===== config.mk =====
export PLATFORM = sky130hd
export DESIGN_NAME = openip_stream_demux
export DESIGN_NICKNAME = d
export VERILOG_FILES = /design/src/rtl/openip_stream_demux_pkg.sv /design/src/rtl/openip_priority_arbiter.sv /design/src/rtl/openip_stream_demux.sv
export SDC_FILE = /design/constraint.sdc
export NUM_CORES = 1
export LEC_CHECK = 0
export BUFFER_PORTS_ARGS = -buffer_cell sky130_fd_sc_hd__clkbuf_2
export CAP_MARGIN = 15
export CELL_PAD_IN_SITES_DETAIL_PLACEMENT = 1
export CELL_PAD_IN_SITES_GLOBAL_PLACEMENT = 1
export CORE_MARGIN = 8
export CORE_UTILIZATION = 35
export CTS_BUF_LIST = sky130_fd_sc_hd__clkbuf_8 sky130_fd_sc_hd__clkbuf_16
export DETAILED_ROUTE_END_ITERATION = 6
export GPL_TIMING_DRIVEN = 0
export PLACE_DENSITY_LB_ADDON = 0.1
export SKIP_CTS_REPAIR_TIMING = 1
export SYNTH_ARGS = -nofsm -noshare
export SYNTH_HDL_FRONTEND = slang
export SYNTH_HIERARCHICAL = 1
export SYNTH_SLANG_ARGS = --single-unit

===== constraint.sdc =====
create_clock -name clk -period 1.9 [get_ports clk]
set_input_delay 0.38 -clock clk [delete_from_list [all_inputs] [get_ports clk]]
set_output_delay 0.38 -clock clk [all_outputs]
set_load 0.05 [all_outputs]

===== src/rtl/openip_stream_demux_pkg.sv =====
// Shared types for openip_stream_demux: packet-tracking state encoding.
// OPENIP_STREAM_DEMUX_DROP_EN enables the ST_DROP path in the top module.
package openip_stream_demux_pkg;

    typedef enum logic [1:0] {
        ST_HEAD = 2'd0,
        ST_BODY = 2'd1,
        ST_DROP = 2'd2
    } state_e;

endpackage


===== src/rtl/openip_priority_arbiter.sv =====
// Fixed-priority arbiter: grants the lowest-indexed active request (one-hot or zero).
module openip_priority_arbiter #(
    parameter int WIDTH = 4
) (
    input  logic [WIDTH-1:0] req_i,
    output logic [WIDTH-1:0] gnt_o
);

    // Two's complement isolates the lowest set bit.
    assign gnt_o = req_i & (-req_i);

endmodule


===== src/rtl/openip_stream_demux.sv =====
// Packet-aware 1:N stream demux with a single registered output stage.
// Define OPENIP_STREAM_DEMUX_DROP_EN to discard zero-destination packets and flag error.
module openip_stream_demux
    import openip_stream_demux_pkg::*;
#(
    parameter int WIDTH = 32,
    parameter int N     = 4
) (
    input  logic             clk,
    input  logic             rst,
    input  logic             in_valid,
    output logic             in_ready,
    input  logic [WIDTH-1:0] in_data,
    input  logic             in_last,
    input  logic [N-1:0]     in_dest,
    output logic [N-1:0]     out_valid,
    input  logic [N-1:0]     out_ready,
    output logic [WIDTH-1:0] out_data,
    output logic             out_last,
    output logic             error,
    output state_e           dbg_state_o
);

    // Handshake: a beat moves when valid & ready are both high on a rising edge.
    state_e           state_q, state_d;
    logic             valid_q, valid_d;
    logic [WIDTH-1:0] data_q, data_d;
    logic             last_q, last_d;
    logic [N-1:0]     sel_q, sel_d;
    logic             error_q, error_d;

    logic [N-1:0] head_gnt;
    logic [N-1:0] head_sel;
    logic         bad_head;
    logic         fire_out;
    logic         fire_in;

    openip_priority_arbiter #(
        .WIDTH (N)
    ) u_head_arb (
        .req_i (in_dest),
        .gnt_o (head_gnt)
    );

`ifdef OPENIP_STREAM_DEMUX_DROP_EN
    assign bad_head = (in_dest == '0);
`else
    assign bad_head = 1'b0;
`endif

    // A zero mask only reaches here when dropping is disabled; it falls back to port 0.
    assign head_sel = (in_dest == '0) ? N'(1) : head_gnt;

    assign fire_out = valid_q & |(sel_q & out_ready);
    assign in_ready = ~valid_q | fire_out;
    assign fire_in  = in_valid & in_ready;

    always_comb begin
        state_d = state_q;
        valid_d = valid_q & ~fire_out;
        data_d  = data_q;
        last_d  = last_q;
        sel_d   = sel_q;
        error_d = error_q;
        if (fire_in) begin
            case (state_q)
                ST_HEAD: begin
                    if (bad_head) begin
                        error_d = 1'b1;
                        if (!in_last) state_d = ST_DROP;
                    end else begin
                        valid_d = 1'b1;
                        data_d  = in_data;
                        last_d  = in_last;
                        sel_d   = head_sel;
                        if (!in_last) state_d = ST_BODY;
                    end
                end
                ST_BODY: begin
                    valid_d = 1'b1;
                    data_d  = in_data;
                    last_d  = in_last;
                    if (in_last) state_d = ST_HEAD;
                end
                ST_DROP: begin
                    if (in_last) state_d = ST_HEAD;
                end
                default: state_d = ST_HEAD;
            endcase
        end
    end

    always_ff @(posedge clk or posedge rst) begin
        if (rst) begin
            state_q <= ST_HEAD;
            valid_q <= 1'b0;
            data_q  <= '0;
            last_q  <= 1'b0;
            sel_q   <= '0;
            error_q <= 1'b0;
        end else begin
            state_q <= state_d;
            valid_q <= valid_d;
            data_q  <= data_d;
            last_q  <= last_d;
            sel_q   <= sel_d;
            error_q <= error_d;
        end
    end

    assign out_valid   = valid_q ? sel_q : '0;
    assign out_data    = data_q;
    assign out_last    = last_q;
    assign error       = error_q;
    assign dbg_state_o = state_q;

endmodule

; ---- After elaboration in Yosys (flattened, before gate mapping)
; Index checks and enable logic that the tools add are counted.
[classes]
add_sub_neg = 1
eq_ne = 4
n_mux = 7
n_bitwise = 8
n_reduce_logical = 8
[ops]
columns = cell, n
row1 = $and 4x4->4, 2
row2 = $mux 4, 2
row3 = $logic_not 4->1, 1
row4 = $mux 2, 2
row5 = $neg 4->4, 1
row6 = $pmux 2 s2, 1
row7 = $reduce_and 2->1, 2
row8 = $reduce_or 2->1, 2
row9 = $reduce_or 4->1, 1
row10 = $and 1x1->1, 3
row11 = $reduce_and 3->1, 1
row12 = $eq 2x1->1 const B, 1
row13 = $eq 2x2->1 const B, 1
row14 = $logic_not 2->1, 1
row15 = $mux 1, 2
row16 = $ne 2x1->1 const B, 1
row17 = $ne 2x2->1 const B, 1
row18 = $not 1->1, 2
row19 = $or 1x1->1, 1
[totals]
reg_bits = 40
inputBits = 44
output_inout_bits = 41

; ---- Logic depth before layout (Yosys ltp)
; Gate-level depths: netlist (run 1).
[logic_depth]
depth_word = 7
depth_mapped = 4

; ---- By module
; The synthesis (run 1) kept the hierarchy.
[modules_own_cells]
columns = module, instances, cells_each, area_each_um2, seq_area_each_um2
row1 = openip_stream_demux, 1, 105, 1672.9, 975.9
row2 = openip_priority_arbiter, 1, 4, 38.8, 0.0

; ---- Least setup slack after synthesis (run 1)
; Ideal clock, no wire load.
[synth_timing]
path_type = input to register
start = input out_ready[0]
end = register data_q[10], in the netlist out_data[10]
arrival_time_ns = 1.534
t_required_ns = 1.775
setup_slack_ns = 0.241
path_stages = 4
path_buffers = 1
path_cell_list = a222oi_1 > a21oi_2 > buf_6 > mux2_4
[synth_via]
elab_chain_len = 6
[synth_rtl]
columns = item, line_no
row1 = "start, declared", openip_stream_demux.sv:17  ; input logic [N-1:0] out_ready,
row2 = $and 4x4->4, openip_stream_demux.sv:54  ; assign fire_out = valid_q & |(sel_q & out_ready);
row3 = $reduce_or 4->1, openip_stream_demux.sv:54
row4 = $and 1x1->1, openip_stream_demux.sv:54
row5 = $or 1x1->1, openip_stream_demux.sv:55  ; assign in_ready = ~valid_q | fire_out;
row6 = $and 1x1->1, openip_stream_demux.sv:56  ; assign fire_in = in_valid & in_ready;
row7 = $reduce_and 2->1 (no source line), n/a
row8 = "end signal, assigned", openip_stream_demux.sv:104  ; data_q <= data_d;
row9 = "end, declared", openip_stream_demux.sv:27  ; logic [WIDTH-1:0] data_q, data_d;
; No other way between the ends.
; A chain may end at the register's enable or synchronous reset.

; ---- Worst setup path after layout (run 1)
[layout_timing]
start = register sel_q[0]
end = output in_ready
[layout_via]
elab_chain_len = 4
[layout_rtl]
columns = item, line_no
row1 = "start, declared", openip_stream_demux.sv:29  ; logic [N-1:0] sel_q, sel_d;
row2 = "start signal, assigned", openip_stream_demux.sv:106  ; sel_q <= sel_d;
row3 = $and 4x4->4, openip_stream_demux.sv:54
row4 = $reduce_or 4->1, openip_stream_demux.sv:54
row5 = $and 1x1->1, openip_stream_demux.sv:54
row6 = $or 1x1->1, openip_stream_demux.sv:55
row7 = "end, declared", openip_stream_demux.sv:12  ; output logic in_ready,
; No other way between the ends.

==> summary.txt, run 1 <==
Global route
  • First-pass GRT wire length: around 7 mm
  • Met1 Use GR: 13.7%
  • GR met3 Demand/Resource: a little over 6%
  • M2 GR Usage: between 10% and 20%
  • All-Layer GR Usage: between 10% and 20%
  • Initial antenna violation count: 0
  • Vias in the first global route: around 1400
  • Pin count of the biggest net entering global routing: 40
  • Grt ovf: 0
  • Gr busiest metal: met2

Timing
  • RSZ-0062 raised after global routing: true
  • Hold Violations, Final: 0
  • F_max: 499 MHz
  • Fin. max-slew vios: 0
  • Slew @ Worst Pin: roughly 800 ps
  • Clock Skew: roughly 7.6 ps
  • Worst setup margin: -103 ps
  • Final period utilization: 105%
  • Relative slew margins: 46.2%
  • # setup viols final: 1
  • Final min period: around 2000 ps

Clock tree
  • Max clock buf depth: 2
  • CTS buffer count: 5
  • CTS tree: built
  • Root buffer selected by CTS: clkbuf_8
  • Clock Sink Count: 39
  • Reg clk slew, reported paths: 80 ps
  • Clock latency on the worst-skew pair: a little under 300 ps
  • Htree depth: 2

Final layout
  • Final Core Density: 50.1%
  • Layout cells sized above 1: between 60% and 70%
  • Final Net Count: around 250
  • Antenna Diode Count: 0
  • Multi-input gate area: ~660 sq um
  • Area Overhead vs Synth: 38.3%
  • Fillers: 508
  • Design Area, Final: around 2400 sq um
  • Sequential cell area: a little under 1000 sq um

Critical path
  • Setup crit start kind: flop
  • Data required time of the critical path: 1520 ps
  • R2R Path Start: sel_q[0]
  • Worst path arrival time: around 1600 ps
  • FF-to-FF path depth: 4
  • R2R setup slack: 0 ps
  • CP endpoint kind: output port
  • Crit-path max FO: 3
  • RR Endpoint: out_data[9]
  • Critical Path End: in_ready
  • Setup crit start: sel_q[0]
  • Setup CP Type: flop to output port

Logic synthesis
  • XOR/XNOR Fraction of Synth Area: 0%
  • Top cell type's share of synthesized area: between 50% and 60%
  • Yosys top cell by area: dfrtp_1
  • Largest family of logic cells by synthesized area: multiplexers
  • Cells after Synth: 109
  • Distinct cell type count after synthesis: 21
  • Avg Inst Size Synth: approximately 16 sq um
  • Simple-gate area share of the yosys netlist: under 10%
  • Synth area leaders: dfrtp_1 57%, mux2_4 25%, mux2_2 3.3%
  • Synthesized flop and latch total: 39
  • Mux cell area share after synthesis: 30.2%
  • Synth Area in Adders: 0%
  • Sequential fraction of the synthesis area: a little under three fifths
  • Synth warn: 6
  • Mapped cell area: around 1700 sq um
  • Synth Area in Compound Gates: under 10%

Place
  • Hpwl dp: around 3.4 mm
  • Input/output buffers: 82
  • Placed instance area: roughly 2200 sq um
  • Gpl congestion: 0.697

Pwr
  • Leak: 1.25 nW
  • Pwr dens: about 2100 nW/um^2
  • Max VDD drop: roughly 0.95 mV

Route
  • DRT Wirelength: 4.37 mm
  • Vias after detailed routing: 1194
  • ANT nets after route: 0
  • Initial drt markers: slightly above 40
  • TritonRoute pass-1 iters: 4
  • Avg WL per Cell: 16.2 um
  • Vias/cell: between 4 and 5
  • DRC: 0

Outcome
  • Status: complete, but fails checks
  • Failing checks: negative setup slack

Die
  • # rows: 25
  • Core Box Area: between 4000 and 5000 sq um
  • DIE HEIGHT: around 86 um
  • Initial Utilization: around 36%
  • Die area: between 7000 and 8000 sq um
  • DIE WIDTH: about 86 um
  • I/O pin count: between 80 and 90

Hold path
  • Min-Delay Path Class: input pin to asynchronous set/reset pin

Run
  • Number of max-cap violations: 0
[area by class of cell]
class / count / area share [%]
Multi-Input combinational cell: 58 / 27.7
Tap cell: 67 / 3.54
Timing Repair Buffer: 84 / 18.2
Sequential cell: 39 / 41.2
Clock inverter: 3 / 2.85
Clock buffer: 5 / 2.91
Inverter: 7 / 1.11
Buffer: 6 / 2.38
[Yosys cell counts]
master	n
a21oi_2	1
and2_1	3
nor4b_2	1
mux2i_1	4
nand2_1	5
dfrtp_1	39
nor3b_1	1
a211o_2	1
or4_1	1
and2b_2	1
buf_6	3
mux2_4	28
a21boi_0	1
and2_2	1
a222oi_1	1
inv_1	7
buf_4	3
nor2_1	1
mux2_2	5
a32oi_1	1
conb_1	1
[power by group]
group	switching, mW	internal (mW)	total, mW
clock	0.297	0.524	0.821
combinational	1.89	0.896	2.79
sequential	0.241	1.21	1.45
[sequential cells by signal, summed over array words and instances, names as in the netlist]
register     count
sel_q            4
out_data        32
out_last         1
valid_q          1
dbg_state_o      1
[per-stage QoR]
stage | setup WS [ps] | power [mW] | instances | hold WS [ps] | TNS, ps
floorplan | 241 | 3.60 | 110 | 473 | 0
global placement | 20.9 | 4.18 | 259 | 492 | 0
detailed placement | -41.0 | 4.24 | 259 | 493 | -844
CTS | -155 | 5.08 | 267 | 260 | -155
global route | -196 | 5.30 | 269 | 304 | -3140
finish | -103 | 5.06 | 269 | 226 | -103
[routing by layer]
metal / vias up / wire length (um)
met5: - / 0
met2: 53 / 2130
met1: 585 / 1730
met3: 7 / 439
met4: 0 / 74
li1: 549 / -
[how the worst min path moves through the flow]
stage / start / endpoint / slack, ps / cells after the start
floorplan: in_last / dbg_state_o[0] / 470 / 1
global placement: out_data[19] / out_data[19] / 490 / 1
detailed placement: out_data[28] / out_data[28] / 490 / 1
CTS: rst / out_data[20] / 260 / 2
global route: rst / out_data[17] / 300 / 2
finish: rst / out_data[10] / 230 / 2
[worst max-delay path, stage by stage (launching register included)]
cell	delay (ps)
dfrtp_1	400
a222oi_1	560
nand2_1	190
buf_6	190
[cell families (layout without fill, tap and decap cells)]
group | after synthesis | in the layout
compound gates | 5 | 5
buf+inv | 13 | 105
flops | 39 | 39
mux | 37 | 37
other cells | 1 | 2
simple gates | 14 | 14
[placed cells by master, fill, tap and decap left out]
cell type	Yosys	layout
clkbuf_2	0	81
dfrtp_1	39	39
mux2_4	28	28
inv_1	7	6
nand2_1	5	5
mux2_2	5	5
buf_4	3	5
clkbuf_8	0	5
buf_6	3	4
mux2i_1	4	4
and2_1	3	3
conb_1	1	2
bufinv_16	0	2
a222oi_1	1	1
a21boi_0	1	1
a21oi_2	1	1
or4_1	1	1
nor2_1	1	1
a211o_2	1	1
a32oi_1	1	1
and2_2	1	1
inv_2	0	1
clkinvlp_4	0	1
and2b_2	1	1
nor4b_2	1	1
nor3b_1	1	1
Power figures use the tool's default switching activity.
==> run 2: changes to the inputs <==
--- a/config.mk
+++ b/config.mk
@@ -5,13 +5,15 @@
 export SDC_FILE = /design/constraint.sdc
 export NUM_CORES = 1
 export LEC_CHECK = 0
+export ABC_AREA = 1
 export BUFFER_PORTS_ARGS = -buffer_cell sky130_fd_sc_hd__clkbuf_2
 export CAP_MARGIN = 15
 export CELL_PAD_IN_SITES_DETAIL_PLACEMENT = 1
 export CELL_PAD_IN_SITES_GLOBAL_PLACEMENT = 1
 export CORE_MARGIN = 8
-export CORE_UTILIZATION = 35
+export CORE_UTILIZATION = 32
 export CTS_BUF_LIST = sky130_fd_sc_hd__clkbuf_8 sky130_fd_sc_hd__clkbuf_16
+export CTS_CLUSTER_SIZE = 20
 export DETAILED_ROUTE_END_ITERATION = 6
 export GPL_TIMING_DRIVEN = 0
 export PLACE_DENSITY_LB_ADDON = 0.1
==> summary.txt, run 2 <==
Outcome
  • Status: complete, no violations

Clock tree
  • Htree depth: 2
  • Clock Sink Count: 39
  • Max clock buf depth: 2
  • Reg clk slew, reported paths: 80 ps
  • Root buffer selected by CTS: clkbuf_8
  • Clock latency on the worst-skew pair: a little under 300 ps
  • CTS tree: built
  • CTS buffer count: 5

Route
  • Initial drt markers: 33
  • ANT nets after route: 0
  • DRT Wirelength: between 5 and 6 mm
  • Vias/cell: approximately 4.4
  • DRC: 0
  • Avg WL per Cell: roughly 14 um
  • TritonRoute pass-1 iters: 4
  • Vias after detailed routing: between 1500 and 2000

Global route
  • Initial antenna violation count: 0
  • Pin count of the biggest net entering global routing: 40
  • Grt ovf: 0
  • Vias in the first global route: 1729
  • All-Layer GR Usage: approximately 13%
  • First-pass GRT wire length: ~8.3 mm

Timing
  • Hold Violations, Final: 0
  • Final period utilization: around nine tenths
  • RSZ-0062 raised after global routing: false
  • Final min period: 1730 ps
  • Hold_ws: roughly 230 ps
  • Sum Neg Setup Slack: 0 ps
  • Fin. max-slew vios: 0
  • Relative slew margins: about 45%
  • Clock Skew: around 4.7 ps
  • # setup viols final: 0
  • Worst setup margin: roughly 170 ps
  • Slew @ Worst Pin: 826 ps
  • F_max: around 580 MHz

Final layout
  • Design Area, Final: roughly 2300 sq um
  • Non-Filler Instances: 370
  • Final Core Density: between 40% and 50%
  • Multi-input gate area: 617 sq um
  • Final Net Count: ~340
  • Layout cells sized above 1: a little over a third
  • Area Overhead vs Synth: 34.9%
  • Commonest non-fill, non-tap cells in the layout: 91 x nand2_1, 81 x clkbuf_2, 39 x dfrtp_1
  • Fillers: 708
  • Most common cell after layout, fill and taps aside: nand2_1
  • Sequential cell area: between 900 and 1000 sq um
  • Max reg flops: 32
  • Antenna Diode Count: 0

Logic synthesis
  • Dominant synthesized flop cell: dfrtp_1
  • Synth warn: 6
  • Synth Area in Adders: 0%
  • Distinct cell type count after synthesis: 16
  • Synth Area in Compound Gates: between 1 and 1.5%
  • Synthesized flop and latch total: 39
  • Top cell type's share of synthesized area: between 50% and 60%
  • Mux cell area share after synthesis: 0%
  • Cells after Synth: 208
  • Avg Inst Size Synth: ~8.3 sq um
  • Async S/R FF share, synth: 100%
  • Synth area leaders: dfrtp_1 56%, nand2_1 20%, nand3_1 9.5%
  • Most common library cells after synthesis: 91 x nand2_1, 39 x dfrtp_1, 33 x nand3_1
  • Most frequent cell after synthesis: nand2_1
  • Largest family of logic cells by synthesized area: simple AND/OR/NAND/NOR gates
  • Post-synth EDFFs: 0
  • XOR/XNOR Fraction of Synth Area: 0%
  • Simple-gate area share of the yosys netlist: between 30% and 40%
  • Yosys top cell by area: dfrtp_1
  • Mapped cell area: between 1500 and 2000 sq um
  • Sequential fraction of the synthesis area: 56.2%

Critical path
  • Data required time of the critical path: 1520 ps
  • CP peak stage delay: 400 ps
  • R2R setup slack: just under 600 ps
  • Setup crit start kind: flop
  • Crit-path max FO: 14
  • Slowest-stage cell, CP: dfrtp_1
  • R2R Path Start: sel_q[1]
  • FF-to-FF path depth: 7
  • CP endpoint kind: output port
  • Worst path cell trace: nand2_1 > inv_1 > nor2_1 > nand2_4 > buf_4
  • Worst path arrival time: 1350 ps
  • Setup CP Type: flop to output port
  • RR Endpoint: out_data[9]

Place
  • Placed instance area: 2240 sq um
  • Hpwl dp: ~4 mm
  • Worst slack at placement: 184 ps
  • Placed cells: approximately 360
  • Input/output buffers: just over 80
  • Gpl congestion: 0.714

Run
  • Number of max-cap violations: 0

Pwr
  • Overall Power: about 5 mW
  • Pwr dens: around 2100 nW/um^2
  • Leak: around 1.4 nW
  • Max VDD drop: 0.838 mV

Die
  • I/O pin count: between 80 and 90
  • Initial Utilization: 32.3%
  • Die area: roughly 8000 sq um
  • # rows: 27
  • DIE HEIGHT: between 80 and 90 um
  • DIE WIDTH: about 90 um
  • Core Box Area: about 5400 sq um

Hold path
  • Min-Delay Path Class: input pin to asynchronous set/reset pin
run 2: how the worst max path moves through the flow:
stage / from / to / slack (ps) / cells past startpoint
floorplan: out_ready[0] / in_ready / 570 / 5
global placement: rst / out_data[30] / 40 / 2
detailed placement: out_ready[0] / in_ready / 180 / 7
CTS: valid_q / in_ready / -70 / 5
global route: sel_q[1] / in_ready / 30 / 5
finish: sel_q[1] / in_ready / 170 / 5
run 2: per-layer routing:
metal,share of wire (%),global-route usage [%],up-vias,wire (um)
met1,44,16.8,757,2230
met4,0.95,3.63,0,48
met2,46,20.9,54,2310
met5,0,0,-,0
li1,-,-,817,-
met3,9.3,5.37,6,470
run 2: power breakdown:
group          total, mW  internal (mW)  switching, mW
sequential          1.46           1.23          0.238
clock              0.605          0.326          0.279
combinational       2.95          0.678           2.28
total               5.02           2.23           2.79
run 2: area by class of cell:
| type | count | area share (%) |
|---|---|---|
| inverters | 14 | 2.24 |
| plain buffers | 13 | 4.06 |
| clock buffers | 7 | 4.11 |
| repair buffers | 82 | 17.6 |
| well taps | 72 | 3.84 |
| clock inverters | 1 | 0.160 |
| flip-flops and latches | 39 | 41.6 |
| multi-input cells | 142 | 26.3 |
run 2: cells by family (layout without fill, tap and decap cells):
kind of cell / after synthesis / in the layout
buf+inv: 28 / 117
simple gates: 137 / 137
flops: 39 / 39
other cells: 1 / 2
compound gates: 3 / 3
run 2: critical path: cells and delay by family, from the launching register on:
family / cells / cell delay (ps)
buf+inv: 2 / 270
flops: 1 / 400
simple gates: 3 / 400
==> run 3: changes to the inputs <==
--- a/config.mk
+++ b/config.mk
@@ -10,7 +10,6 @@
 export CAP_MARGIN = 15
 export CELL_PAD_IN_SITES_DETAIL_PLACEMENT = 1
 export CELL_PAD_IN_SITES_GLOBAL_PLACEMENT = 1
-export CORE_MARGIN = 8
 export CORE_UTILIZATION = 32
 export CTS_BUF_LIST = sky130_fd_sc_hd__clkbuf_8 sky130_fd_sc_hd__clkbuf_16
 export CTS_CLUSTER_SIZE = 20
==> summary.txt, run 3 (synthesis gave the netlist of run 2 again) <==
Route
  • Avg WL per Cell: approximately 12 um
  • DRC: 0
  • ANT nets after route: 0
  • Vias after detailed routing: roughly 1600
  • DRT Wirelength: approximately 4.5 mm
  • Initial drt markers: 37
  • Vias/cell: about 4.5
  • TritonRoute pass-1 iters: 4

Clock tree
  • CTS tree: built
  • Reg clk slew, reported paths: about 70 ps
  • Htree depth: 2
  • CTS buffer count: 5
  • Clock latency on the worst-skew pair: about 290 ps
  • Clock Sink Count: 39
  • Root buffer selected by CTS: clkbuf_8
  • Max clock buf depth: 2

Die
  • DIE WIDTH: 75.7 um
  • I/O pin count: 85
  • # rows: 26
  • Initial Utilization: approximately 34%
  • Core Box Area: about 5200 sq um
  • DIE HEIGHT: 75.7 um
  • Die area: ~5700 sq um

Critical path
  • Worst path arrival time: approximately 1400 ps
  • CP endpoint kind: output port
  • Data required time of the critical path: ~1500 ps
  • Setup crit start kind: flop
  • Crit-path max FO: 10
  • Setup CP Type: flop to output port

Pwr
  • Leak: about 1.4 nW
  • Overall Power: around 5.0 mW
  • Max VDD drop: between 0.7 and 0.8 mV
  • Pwr dens: 2130 nW/um^2

Timing
  • Hold Violations, Final: 0
  • Clock Skew: 7.48 ps
  • Final period utilization: 92.1%
  • Worst setup margin: ~150 ps
  • Relative slew margins: between 40% and 50%
  • Slew @ Worst Pin: a little over 800 ps
  • RSZ-0062 raised after global routing: false
  • # setup viols final: 0
  • F_max: 572 MHz
  • Final min period: about 1700 ps
  • Fin. max-slew vios: 0

Hold path
  • Min-Delay Path Class: input pin to asynchronous set/reset pin

Place
  • Placed cells: ~360
  • Gpl congestion: roughly 0.7
  • Worst slack at placement: just over 200 ps
  • Input/output buffers: 82
  • Hpwl dp: between 3 and 4 mm

Final layout
  • Non-Filler Instances: about 370
  • Sequential cell area: about 1000 sq um
  • Fillers: about 670
  • Layout cells sized above 1: between 30% and 40%
  • Antenna Diode Count: 0
  • Commonest non-fill, non-tap cells in the layout: 91 x nand2_1, 81 x clkbuf_2, 39 x dfrtp_1
  • Final Core Density: 45.2%
  • Area Overhead vs Synth: 34.7%
  • Max reg flops: 32
  • Final Net Count: ~340
  • Most common cell after layout, fill and taps aside: nand2_1
  • Multi-input gate area: 612 sq um

Global route
  • Grt ovf: 0
  • All-Layer GR Usage: between 10% and 20%
  • First-pass GRT wire length: roughly 7 mm
  • Initial antenna violation count: 0
  • Pin count of the biggest net entering global routing: 40
  • Vias in the first global route: ~1500

Outcome
  • Status: complete, no violations

Run
  • Number of max-cap violations: 0
[run 3: cell types whose count changed in the layout (fill, tap and decap cells not counted), sizes merged]
cell,change
buf,+1
clkinv,+1
inv,-1
[run 3: where the power goes]
group | total [mW] | internal (mW) | leakage (nW) | switching [mW]
logic | 2.99 | 0.715 | 0.891 | 2.28
clock network | 0.554 | 0.285 | 0.0470 | 0.270
registers | 1.45 | 1.23 | 0.483 | 0.222
[run 3: path summary, 6_finish.rpt]
kind / from / slack, ps / end / depth (start not counted)
setup / recovery: sel_q[3] / 150 / in_ready / 6
hold / removal: rst / 240 / out_data[21] / 2
setup reg to reg: sel_q[3] / 600 / out_data[0] / 9
hold reg to reg: out_data[5] / 470 / out_data[5] / 2
max in group asynchronous: rst / 1130 / sel_q[3] / 2
min in group clk: in_data[23] / 310 / out_data[23] / 3
[run 3: cell type report]
class | count | area share, %
plain buffers | 14 | 4.39
clock buffers | 6 | 3.53
clock inverters | 1 | 0.214
inverters | 14 | 2.25
multi-input cells | 142 | 26.2
flip-flops and latches | 39 | 41.7
well taps | 70 | 3.75
repair buffers | 83 | 18.0
[run 3: routing by layer]
| layer | share of wire (%) | wire (um) | global-route usage [%] |
|---|---|---|---|
| met1 | 47 | 2130 | 21.4 |
| met3 | 7.2 | 326 | 5.42 |
| met2 | 45 | 2020 | 26.7 |
| met4 | 0.75 | 34 | 4.94 |
| met5 | 0 | 0 | 0 |
[run 3: stage by stage]
step	setup TNS, ps	instance area (sq um)	hold slack, ps
2_1_floorplan	0	1740	463
3_3_place_gp	0	2240	454
3_5_place_dp	0	2240	460
4_1_cts	-39.2	2330	258
5_1_grt	0	2340	319
6_report	0	2340	236
[run 3: worst max-delay path: stages (launching register included)]
cell	delay, ps
dfrtp_1	400
nand2_1	70
nand2_1	40
nor2_1	110
nand2_2	80
buf_4	170
clkbuf_4	210
